==> config.mk <==
export PLATFORM = sky130hd
export DESIGN_NAME = inst_prefetch_buffer
export DESIGN_NICKNAME = d
export VERILOG_FILES = /design/src/rtl/inst_prefetch_buffer_pkg.sv /design/src/rtl/inst_fifo.sv /design/src/rtl/inst_prefetch_buffer.sv
export SDC_FILE = /design/constraint.sdc
export NUM_CORES = 1
export LEC_CHECK = 0
export CORE_ASPECT_RATIO = 1.4
export CORE_MARGIN = 1
export CORE_UTILIZATION = 40
export DETAILED_ROUTE_END_ITERATION = 6
export DONT_BUFFER_PORTS = 1
export PLACE_DENSITY = 0.61
export SYNTH_ARGS = -nofsm -noshare
export SYNTH_HDL_FRONTEND = slang
export SYNTH_SLANG_ARGS = --single-unit
==> constraint.sdc <==
create_clock -name CLK -period 13.47 [get_ports CLK]
set_input_delay 2.0205 -clock CLK [delete_from_list [all_inputs] [get_ports CLK]]
set_output_delay 2.0205 -clock CLK [all_outputs]
set_load 0.02 [all_outputs]
==> src/rtl/inst_prefetch_buffer_pkg.sv <==
// Shared types and constants for the instruction prefetch buffer.
package inst_prefetch_buffer_pkg;

  localparam int unsigned XLEN       = 32;
  localparam int unsigned FIFO_DEPTH = 4;

  localparam logic [XLEN-1:0] RESET_PC    = 32'h0000_0000;
  localparam logic [XLEN-1:0] INST_STRIDE = 32'd4;

  typedef enum logic [1:0] {
    IDLE = 2'd0,
    REQ  = 2'd1,
    DROP = 2'd2
  } fetch_state_e;

  typedef struct packed {
    logic [XLEN-1:0] opcode;
    logic [XLEN-1:0] next_addr;
  } fetch_entry_t;

endpackage

==> src/rtl/inst_fifo.sv <==
// Circular buffer of fetched {opcode, next-address} entries with flush.
module inst_fifo
  import inst_prefetch_buffer_pkg::*;
#(
  parameter int unsigned DEPTH = FIFO_DEPTH
) (
  input  logic                     clk_i,
  input  logic                     rst_i,
  input  logic                     flush_i,
  input  logic                     push_i,
  input  fetch_entry_t             din_i,
  input  logic                     pop_i,
  output fetch_entry_t             dout_o,
  output logic [$clog2(DEPTH):0]   count_o
);

  localparam int unsigned IDX_W = $clog2(DEPTH);
  localparam int unsigned PTR_W = IDX_W + 1;

  fetch_entry_t     mem_q [DEPTH];
  logic [PTR_W-1:0] wr_ptr_q;
  logic [PTR_W-1:0] rd_ptr_q;
  logic             full_c;
  logic             empty_c;
  logic             push_ok_c;
  logic             pop_ok_c;

  // Extra pointer bit separates full from empty when the indices match.
  assign full_c    = (wr_ptr_q[IDX_W] != rd_ptr_q[IDX_W]) &&
                     (wr_ptr_q[IDX_W-1:0] == rd_ptr_q[IDX_W-1:0]);
  assign empty_c   = (wr_ptr_q == rd_ptr_q);
  assign push_ok_c = push_i & ~full_c & ~flush_i;
  assign pop_ok_c  = pop_i & ~empty_c & ~flush_i;

  always_ff @(posedge clk_i or posedge rst_i) begin
    if (rst_i) begin
      wr_ptr_q <= '0;
      rd_ptr_q <= '0;
      for (int unsigned i = 0; i < DEPTH; i++) begin
        mem_q[i] <= '0;
      end
    end else if (flush_i) begin
      wr_ptr_q <= '0;
      rd_ptr_q <= '0;
    end else begin
      if (push_ok_c) begin
        mem_q[wr_ptr_q[IDX_W-1:0]] <= din_i;
        wr_ptr_q                   <= wr_ptr_q + PTR_W'(1);
      end
      if (pop_ok_c) begin
        rd_ptr_q <= rd_ptr_q + PTR_W'(1);
      end
    end
  end

  assign dout_o  = mem_q[rd_ptr_q[IDX_W-1:0]];
  assign count_o = wr_ptr_q - rd_ptr_q;

endmodule

==> src/rtl/inst_prefetch_buffer.sv <==
// Sequential instruction prefetcher: single-outstanding bus fetch into a FIFO,
// with redirect flushing queued entries and dropping any in-flight response.
module inst_prefetch_buffer
  import inst_prefetch_buffer_pkg::*;
#(
  parameter int unsigned     DEPTH      = FIFO_DEPTH,
  parameter logic [XLEN-1:0] RESET_ADDR = RESET_PC
) (
  input  logic                   CLK,
  input  logic                   Reset,
  input  logic                   redirect,
  input  logic [XLEN-1:0]        redirectAddress,
  output logic                   memReq,
  output logic [XLEN-1:0]        memAddress,
  input  logic                   memAck,
  input  logic [XLEN-1:0]        memData,
  output logic                   instValid,
  output logic [XLEN-1:0]        instOpCode,
  output logic [XLEN-1:0]        instNextAddress,
  input  logic                   instTake,
  output logic [$clog2(DEPTH):0] count
);

  localparam int unsigned CNT_W  = $clog2(DEPTH) + 1;
  localparam int unsigned CNTX_W = CNT_W + 1;
  localparam logic [CNTX_W-1:0] DEPTH_X = CNTX_W'(DEPTH);

  fetch_state_e     state_q, state_d;
  logic [XLEN-1:0]  fetch_pc_q, fetch_pc_d;
  logic [XLEN-1:0]  redir_pc_q, redir_pc_d;
  logic             mem_req_q;
  logic [XLEN-1:0]  pc_inc_c;
  logic             push_c;
  logic             pop_c;
  logic [CNT_W-1:0] fifo_count;
  logic [CNTX_W-1:0] cnt_after_pop_c;
  logic [CNTX_W-1:0] cnt_after_push_c;
  fetch_entry_t     entry_c;
  fetch_entry_t     head;

  assign pc_inc_c         = fetch_pc_q + INST_STRIDE;
  assign pop_c            = instTake & instValid & ~redirect;
  assign cnt_after_pop_c  = {1'b0, fifo_count} - CNTX_W'(pop_c);
  assign cnt_after_push_c = cnt_after_pop_c + CNTX_W'(1);
  assign entry_c          = '{opcode: memData, next_addr: pc_inc_c};

  // Next-state: a request is only launched when its entry already has room.
  always_comb begin
    state_d    = state_q;
    fetch_pc_d = fetch_pc_q;
    redir_pc_d = redir_pc_q;
    push_c     = 1'b0;
    case (state_q)
      IDLE: begin
        if (redirect) begin
          fetch_pc_d = redirectAddress;
        end else if (cnt_after_pop_c < DEPTH_X) begin
          state_d = REQ;
        end
      end
      REQ: begin
        if (memAck) begin
          if (redirect) begin
            fetch_pc_d = redirectAddress;
            state_d    = IDLE;
          end else begin
            push_c     = 1'b1;
            fetch_pc_d = pc_inc_c;
            if (cnt_after_push_c >= DEPTH_X) begin
              state_d = IDLE;
            end
          end
        end else if (redirect) begin
          redir_pc_d = redirectAddress;
          state_d    = DROP;
        end
      end
      DROP: begin
        if (redirect) begin
          redir_pc_d = redirectAddress;
        end
        if (memAck) begin
          fetch_pc_d = redirect ? redirectAddress : redir_pc_q;
          state_d    = IDLE;
        end
      end
      default: begin
        state_d = IDLE;
      end
    endcase
  end

  always_ff @(posedge CLK or posedge Reset) begin
    if (Reset) begin
      state_q    <= IDLE;
      fetch_pc_q <= RESET_ADDR;
      redir_pc_q <= RESET_ADDR;
      mem_req_q  <= 1'b0;
    end else begin
      state_q    <= state_d;
      fetch_pc_q <= fetch_pc_d;
      redir_pc_q <= redir_pc_d;
      mem_req_q  <= (state_d != IDLE);
    end
  end

  inst_fifo #(
    .DEPTH(DEPTH)
  ) u_fifo (
    .clk_i   (CLK),
    .rst_i   (Reset),
    .flush_i (redirect),
    .push_i  (push_c),
    .din_i   (entry_c),
    .pop_i   (pop_c),
    .dout_o  (head),
    .count_o (fifo_count)
  );

  assign memReq          = mem_req_q;
  assign memAddress      = fetch_pc_q;
  assign instValid       = (fifo_count != '0);
  assign instOpCode      = head.opcode;
  assign instNextAddress = head.next_addr;
  assign count           = fifo_count;

endmodule

==> results.toml, run 1 <==
[timing]
slew_viol_final = 0
fin_tns_setup_ns = 0
worstMarginPinSlew_ns = 1.16
rsz0062_at_grt = "false"
max_slew_margin_pct = 22.6
skew_ns = 0.0250
min_period_ns = 4.97
fin_crit_sh_pct = 36.9
max_freq_mhz = 201
timing_hold_violations_final = 0
fin_ws_ns = 8.50
setup_violations = 0

[clock_tree]
numCtsBuffers = 35
htreeDepth = 2
clk_path_buf_depth = 3
cts.sinks = 329
cts_hold_buf = 0
cts_setup_buffers = 0
clk_pin_slew_ns = 0.06
cts_tree = "built"
cts-root-buf = "clkbuf_16"
clock_latency_ns = 0.53
post_cts_resized = 0

[logic_synthesis]
synthDistinctLibCells = 61
yosys_register_bits = 329
syn-num-nets = 1340
ys_seq_area_share_pct = 53.2
synth-main-ff-cell = "dfrtp_1"
synth_area_per_cell_um2 = 12.3
async_flop_share_pct = 100
syn_area_um2 = 15500
syn-instance-count = 1255
synth_compound_area_share_pct = 10.3
ys_warn_count = 0
synthAdderAreaFrac_pct = 1.34
synthSimpleGateAreaFrac_pct = 7.94
synth_top_family_by_area = "multiplexers"
synth.most_common_cell = "dfrtp_1"
synthTopCellsByCount = "dfrtp_1 (329), mux2_2 (173), o21ai_0 (160)"
synthMuxAreaShare_pct = 22.1
synth-edff-count = 0
synth_xor_area_share_pct = 1.96
synth_area_leaders = "dfrtp_1 (53%), mux2_2 (13%), mux4_2 (9.3%)"
synth_area_leader_cell = "dfrtp_1"
synth_top_area_share_pct = 53.2

[worst_setup_path]
end_kind = "primary output"
reg2reg_to = "u_fifo.mem_q[121]$_DFFE_PP0P_"
critPathBufInv = 1
cp-start-kind = "register"
crit_fanout = 48
r2r_cells = 8
crit_arrival_ns = 2.95
crit_family = "buffers and inverters"
required_ns = 11.45
critPathMaxStageDelay_ns = 0.76
crit-reg2reg-launch = "u_fifo.rd_ptr_q[1]$_DFFE_PP0P_"
slowest_stage = "buf_4"
rrSetupSlack_ns = 9.41
path_class = "reg2out"
crit_chain = "buf_4 > fa_1 > nand3_1"

[die]
io_pins = 170
die_h_um = 235
start_util_pct = 40.9
rows = 84
core-area_um2 = 37800
fp.dieArea_um2 = 39500
die_w_um = 168

[route]
drtAntennaViolNets = 0
routed_wl_um = 36400
drtIter0Drc = 514
num_vias = 9790
wl_per_cell_um = 21.2
first_pass_iters = 4
drc = 0
vias_per_cell = 5.72

[worst_hold_path]
holdCritPathClass = "reg2reg"
min_from = "u_fifo.mem_q[217]$_DFFE_PP0P_"
whs_endpoint = "u_fifo.mem_q[217]$_DFFE_PP0P_"
min_path_cells = 2

[place]
dp_hpwl_um = 23400
gp_congestion = 0.819
place_area_um2 = 15800
port_buffers = 0
dp.cells = 1654
dp_worst_setup_slack_ns = 8.79

[final_layout]
drive_gt1_share_pct = 25.8
fill_cells = 3442
stdcell_area_um2 = 17000
num_antenna_cells = 0
final_cell_count_no_fill = 1713
syn_to_final_growth_pct = 10.0
nNetsFinal = 1303

[pwr]
ir_drop_uv = 134
powerDensity_nw_per_um2 = 235
total_power_uw = 4000
p_leak_uw = 0.00746

[global_route]
grt_max_degree = 194
antenna_found_initial = 0
grt_pass1_vias = 10000
grt_pass1_wl_um = 57800
grtUsageTotal_pct = 18.8
grt_overflow = 0

[run]
max_cap_viol_count = 0

[run_status]
status = "finished clean"
## metal layers
metal	vias up	routed length [um]	GRT usage, %
met1	4993	14900	23.2
met4	0	984	6.17
met5	-	0	0
li1	4494	-	-
met3	59	2570	5.44
met2	244	17900	31.4
## tightest hold or removal path: stages (launching register included)
cell and delay (ns):
dfrtp_1 0.34, nand2_1 0.05, o21ai_0 0.06
## per-stage QoR
| step | hold slack (ns) | util, % |
|---|---|---|
| 2_1_floorplan | 0.445 | - |
| 5_1_grt | 0.502 | 45.0 |
| 3_3_place_gp | 0.456 | 41.8 |
| 4_1_cts | 0.479 | 45.0 |
| 6_report | 0.475 | 45.0 |
| 3_5_place_dp | 0.465 | 41.8 |
## cell type report
cell class / instances / area (um2) / area share, %
Clock buffer: 50 / 1000 / 5.89
Clock inverter: 9 / 210 / 1.23
Inverter: 22 / 90.1 / 0.529
Multi-Input combinational cell: 818 / 6790 / 39.9
Sequential cell: 329 / 8240 / 48.4
Tap cell: 473 / 592 / 3.48
Timing Repair Buffer: 12 / 103 / 0.603
## report_power, final
group / internal, uW / leakage [uW] / switching (uW)
logic: 558 / 0.00259 / 756
registers: 1340 / 0.00428 / 323
clock network: 633 / 0.000590 / 388
## worst max-delay path by stage
stage	to	depth (start not counted)	slack, ns	from
finish	instValid	3	8.50	u_fifo.rd_ptr_q[1]$_DFFE_PP0P_
global route	instValid	4	8.28	u_fifo.rd_ptr_q[1]$_DFFE_PP0P_
CTS	instValid	3	8.42	u_fifo.rd_ptr_q[1]$_DFFE_PP0P_
detailed placement	u_fifo.mem_q[127]$_DFFE_PP0P_	5	8.79	redirect
global placement	u_fifo.mem_q[123]$_DFFE_PP0P_	5	8.86	redirect
floorplan	memAddress[0]$_DFFE_PP0P_	1	2.34	Reset
## state kept, by name, indices dropped and copies added, names as in the netlist
register / flops
state_q: 2
u_fifo.rd_ptr_q: 3
u_fifo.wr_ptr_q: 3
redir_pc_q: 32
memAddress: 32
memReq: 1
u_fifo.mem_q: 256
## cell usage in the layout (no fill, tap or decap), types with 9 or more instances in the layout
master,n
a21oi_1,12
a221oi_1,17
buf_4,11
clkbuf_1,9
clkbuf_16,36
dfrtp_1,327
ha_1,15
inv_1,21
mux2_2,173
mux4_2,64
nand2_1,149
nand3_1,12
nand4_1,10
nor2_1,47
nor3_1,9
o21ai_0,160
xnor2_1,23
xor2_1,9
## cell families (layout without fill, tap and decap cells)
| kind of cell | Yosys count | in the layout |
|---|---|---|
| compound gates | 259 | 259 |
| xor+xnor | 33 | 33 |
| fa+ha+maj | 16 | 16 |
| buf+inv | 108 | 93 |
| flops | 329 | 329 |
| mux | 240 | 240 |
| simple gates | 270 | 270 |
Note: power is estimated with default switching activity, not from simulation.
==> run 2: changes to the inputs <==
--- a/config.mk
+++ b/config.mk
@@ -5,6 +5,7 @@
 export SDC_FILE = /design/constraint.sdc
 export NUM_CORES = 1
 export LEC_CHECK = 0
+export ABC_AREA = 1
 export CORE_ASPECT_RATIO = 1.4
 export CORE_MARGIN = 1
 export CORE_UTILIZATION = 40
==> constraint.sdc (replaced) <==
create_clock -name CLK -period 5.2 [get_ports CLK]
set_input_delay 0.78 -clock CLK [delete_from_list [all_inputs] [get_ports CLK]]
set_output_delay 0.78 -clock CLK [all_outputs]
set_load 0.02 [all_outputs]
==> run 2 against run 1 <==
  * Sequential share of layout area decreased by 2.5 points
  * Area after synthesis increased by 5.7%
  * Power increased by 150%
==> results.toml, run 2 <==
[worst_setup_path]
crit_fanout = 57
required_ns = 4.42
crit_arrival_ns = 3.05
path_class = "reg2out"
cp-start-kind = "register"
end_kind = "primary output"

[place]
port_buffers = 0
dp_hpwl_um = 29200
gp_congestion = 0.972
place_area_um2 = 16600

[logic_synthesis]
synthTopCellsByCount = "nand2_1 (746), o21ai_0 (372), dfrtp_1 (329)"
synth-main-ff-cell = "dfrtp_1"
synth.most_common_cell = "nand2_1"
ys_seq_area_share_pct = 50.3
synthDistinctLibCells = 46
synth-edff-count = 0
yosys_register_bits = 329
syn-instance-count = 2137
synth_area_per_cell_um2 = 7.66
synth_area_leader_cell = "dfrtp_1"
syn_area_um2 = 16400
async_flop_share_pct = 100
synth_top_area_share_pct = 50.3
synth_area_leaders = "dfrtp_1 (50%), nand2_1 (17%), o21ai_0 (11%)"
ys_warn_count = 0
syn-num-nets = 2222

[final_layout]
top_register = "u_fifo.mem_q"
syn_to_final_growth_pct = 9.67
fill_cells = 4104
drive_gt1_share_pct = 5.65
stdcell_area_um2 = 17900
nNetsFinal = 2147
num_antenna_cells = 0
largest_reg_flops = 256
final_cell_mix = "nand2_1 (746), o21ai_0 (372), dfrtp_1 (328)"
final_common_cell = "nand2_1"

[timing]
slew_viol_final = 0
max_slew_margin_pct = 25.7
setup_violations = 0
rsz0062_at_grt = "false"
skew_ns = 0.0142
fin_tns_setup_ns = 0
fin_hold_ws_ns = 0.164
worstMarginPinSlew_ns = 1.11
min_period_ns = 3.83
timing_hold_violations_final = 0
fin_crit_sh_pct = 73.7
max_freq_mhz = 261

[clock_tree]
clk_path_buf_depth = 3
cts-root-buf = "clkbuf_16"
clk_pin_slew_ns = 0.06
cts_hold_buf = 0
cts.sinks = 329
htreeDepth = 2
post_cts_resized = 0
clock_latency_ns = 0.53
cts_tree = "built"
cts_setup_buffers = 0
numCtsBuffers = 36

[worst_hold_path]
holdCritPathClass = "in2async"

[route]
routed_wl_um = 48000
first_pass_iters = 5
drtIter0Drc = 1071
drc = 0
vias_per_cell = 5.33
drtAntennaViolNets = 0
num_vias = 14000
wl_per_cell_um = 18.3

[run_status]
status = "finished clean"

[global_route]
grt_pass1_wl_um = 77000
grt_overflow = 0
grtUsageTotal_pct = 23.3
grt_pass1_vias = 13900
antenna_found_initial = 0
grt_max_degree = 154

[die]
start_util_pct = 40.6
die_w_um = 173
io_pins = 170
rows = 87
fp.dieArea_um2 = 41700
die_h_um = 241
core-area_um2 = 40300

[pwr]
ir_drop_uv = 421
powerDensity_nw_per_um2 = 557
p_leak_uw = 0.00895

[run]
max_cap_viol_count = 0
==> run 2: changes by cell type after synthesis, moves of 64 or more <==
cell | previous run | this run
inv_1 | 22 | 114
mux2_2 | 173 | 0
mux4_2 | 64 | 0
nand2_1 | 153 | 746
nor2_1 | 47 | 174
o21ai_0 | 160 | 372
==> run 2: worst paths after layout <==
kind	start	end	slack [ns]	cells after the start
worst max-delay path	u_fifo.rd_ptr_q[1]$_DFFE_PP0P_	instOpCode[10]	1.37	4
worst min-delay path	Reset	u_fifo.mem_q[129]$_DFFE_PP0P_	0.16	1
max in group asynchronous	Reset	u_fifo.mem_q[167]$_DFFE_PP0P_	3.57	3
worst min register to register	u_fifo.mem_q[46]$_DFFE_PP0P_	u_fifo.mem_q[46]$_DFFE_PP0P_	0.47	2
min in group CLK	memData[1]	u_fifo.mem_q[161]$_DFFE_PP0P_	0.36	2
worst max register to register	u_fifo.rd_ptr_q[0]$_DFFE_PP0P_	memReq$_DFF_PP0_	1.63	20
==> run 2: final cells by class <==
type	instances	area, um2	share of cell area [%]
Sequential cell	329	8240	45.9
Clock buffer	49	1040	5.80
Timing Repair Buffer	18	173	0.962
Inverter	125	478	2.66
Multi-Input combinational cell	1552	7070	39.4
Tap cell	534	668	3.72
Clock inverter	15	278	1.55
==> run 2: power breakdown <==
part           internal (uW)  leakage (uW)  total, uW  switching (uW)
sequential              3260       0.00422       3920             666
clock                   1800      0.000649       2880            1080
combinational            880       0.00408       3190            2310
total                   5940       0.00895       9990            4060
==> run 2: cell families (layout without fill, tap and decap cells) <==
group,count (synthesis),count (layout),synth area share [%]
AND/OR/NAND/NOR,1017,1017,24.8
AO/OA/AOI/OAI,504,504,16.1
flip-flops,329,329,50.3
buffers and inverters,256,207,6.67
adder cells (fa/ha/maj),16,16,1.27
XOR/XNOR,15,15,0.895
==> run 2: metal layers <==
metal  GRT usage [%]  up-vias  wire, um
met1            29.0     6765     20100
met3            5.40       79      3430
met2            40.4      394     23400
met4            6.81        0      1090
li1                -     6743         -
met5               0        -         0
==> run 2: through the flow <==
stage	std cells	total power (uW)	setup slack [ns]	utilization (%)
6_report	2622	9990	1.37	44.5
5_1_grt	2622	10600	1.13	44.5
2_1_floorplan	2137	6250	0.0273	-
3_3_place_gp	2558	7080	1.62	41.3
3_5_place_dp	2558	7160	1.59	41.3
4_1_cts	2622	10100	1.35	44.5
==> run 2: worst max-delay path, cell delays in order (launching register included) <==
cell and delay [ns]:
dfrtp_1 0.65, inv_2 0.69, buf_12 0.36, o21ai_0 0.14
o21ai_0 0.65
==> run 3: changes to the inputs <==
--- a/config.mk
+++ b/config.mk
@@ -5,13 +5,13 @@
 export SDC_FILE = /design/constraint.sdc
 export NUM_CORES = 1
 export LEC_CHECK = 0
-export ABC_AREA = 1
+export ABC_AREA = 0
 export CORE_ASPECT_RATIO = 1.4
 export CORE_MARGIN = 1
 export CORE_UTILIZATION = 40
 export DETAILED_ROUTE_END_ITERATION = 6
 export DONT_BUFFER_PORTS = 1
-export PLACE_DENSITY = 0.61
+export PLACE_DENSITY = 0.63
 export SYNTH_ARGS = -nofsm -noshare
 export SYNTH_HDL_FRONTEND = slang
 export SYNTH_SLANG_ARGS = --single-unit
==> constraint.sdc (replaced) <==
create_clock -name CLK -period 3.5 [get_ports CLK]
set_input_delay 0.525 -clock CLK [delete_from_list [all_inputs] [get_ports CLK]]
set_output_delay 0.525 -clock CLK [all_outputs]
set_load 0.02 [all_outputs]
==> run 3 against run 2 <==
  * Cell count down 34%
  * Wire length down 23%
  * Global-route usage down 4.3 points
  * Core utilization up 0.78 points
  * Clock power up 25%
  * Power up 52%
  * Design area down 4.4%
  * Sequential power up 61%
  * Worst hold slack worse by 0.11 ns
  * Critical endpoint is now instNextAddress[9]
  * Largest power group unchanged
==> results.toml, run 3 (synthesis gave the netlist of run 1 again) <==
[pwr]
total_power_uw = 15200
powerDensity_nw_per_um2 = 885
p_leak_uw = 0.00754
ir_drop_uv = 472

[die]
rows = 84
die_h_um = 235
fp.dieArea_um2 = 39500
io_pins = 170
core-area_um2 = 37800
die_w_um = 168
start_util_pct = 40.9

[route]
num_vias = 9871
vias_per_cell = 5.67
drc = 0
wl_per_cell_um = 21.1
routed_wl_um = 36800
drtIter0Drc = 565
drtAntennaViolNets = 0
first_pass_iters = 4

[final_layout]
final_cell_mix = "dfrtp_1 (327), mux2_2 (173), o21ai_0 (160)"
syn_to_final_growth_pct = 10.8
stdcell_area_um2 = 17100
fin_util_pct = 45.3
largest_reg_flops = 256
top_register = "u_fifo.mem_q"
drive_gt1_share_pct = 27.3
nNetsFinal = 1325
fill_cells = 3387
num_antenna_cells = 0
final_common_cell = "dfrtp_1"

[clock_tree]
post_cts_resized = 0
cts_tree = "built"
cts.sinks = 329
numCtsBuffers = 35
clock_latency_ns = 0.54
cts_setup_buffers = 0
clk_pin_slew_ns = 0.06
htreeDepth = 2
cts-root-buf = "clkbuf_16"
clk_path_buf_depth = 3
cts_hold_buf = 0

[place]
port_buffers = 0
dp_hpwl_um = 24200
gp_congestion = 0.857
place_area_um2 = 16000

[timing]
max_freq_mhz = 302
setup_violations = 0
fin_hold_ws_ns = 0.0556
max_slew_margin_pct = 39.2
slew_viol_final = 0
fin_crit_sh_pct = 94.6
skew_ns = 0.0246
timing_hold_violations_final = 0
worstMarginPinSlew_ns = 0.911
rsz0062_at_grt = "false"
min_period_ns = 3.31

[global_route]
grt_overflow = 0
gr-usage-met1_pct = 23.4
antenna_found_initial = 0
grt.met2_usage_pct = 32.3
grt_max_degree = 86
grtUsageTotal_pct = 19.0
met3_usage_pct = 4.90
grt_pass1_wl_um = 58900
grt_pass1_vias = 10400
top_usage_layer = "met2"

[worst_setup_path]
crit_fanout = 44
slowest_stage = "buf_4"
crit_arrival_ns = 2.79
path_class = "reg2out"
cp-start-kind = "register"
required_ns = 2.97
rrSetupSlack_ns = 0.46
crit_chain = "buf_4 > buf_4 > mux4_2"
cpMostUsedCell = "buf_4"
critPathMaxStageDelay_ns = 0.73
end_kind = "primary output"

[worst_hold_path]
holdCritPathClass = "in2async"

[run_status]
status = "finished clean"

[run]
max_cap_viol_count = 0
[run 3: path summary, 6_finish.rpt]
check	start	end	depth (start not counted)
min	Reset	u_fifo.mem_q[249]$_DFFE_PP0P_	1
max	u_fifo.rd_ptr_q[0]$_DFFE_PP0P_	instNextAddress[9]	3
min in group CLK	redirect	u_fifo.wr_ptr_q[0]$_DFFE_PP0P_	1
min reg2reg	u_fifo.mem_q[86]$_DFFE_PP0P_	u_fifo.mem_q[86]$_DFFE_PP0P_	2
max in group asynchronous	Reset	u_fifo.mem_q[19]$_DFFE_PP0P_	2
max reg2reg	u_fifo.wr_ptr_q[0]$_DFFE_PP0P_	state_q[1]$_DFF_PP0_	13
[run 3: power breakdown]
part | switching [uW] | internal, uW
Clock | 1560 | 2040
Sequential | 1170 | 5160
Combinational | 3000 | 2250
[run 3: cell type report]
class                   count  area (um2)  share of cell area, %
clock inverters            12        87.6                  0.511
well taps                 473         592                   3.45
clock buffers              52        1020                   5.95
repair buffers             34         334                   1.95
multi-input cells         818        6790                   39.6
flip-flops and latches    329        8240                   48.1
inverters                  22        86.3                  0.503
[run 3: critical path, delay by kind of cell, from the launching register on]
| kind | cells | cell delay (ns) |
|---|---|---|
| buffers and inverters | 2 | 1.10 |
| flip-flops | 1 | 0.40 |
| multiplexers | 1 | 0.71 |
[run 3: layer usage]
metal / vias to the layer above / wire length, um
li1: 4532 / -
met1: 5008 / 15100
met2: 269 / 18100
met3: 62 / 2640
met4: 0 / 988
met5: - / 0
[run 3: metrics by stage]
stage	cells	setup WS (ns)	setup TNS [ns]
finish	1740	0.189	0
global route	1740	0.0223	0
CTS	1740	0.0742	0
detailed placement	1676	0.494	0
global placement	1676	0.549	0
floorplan	1255	-1.42	-466.42
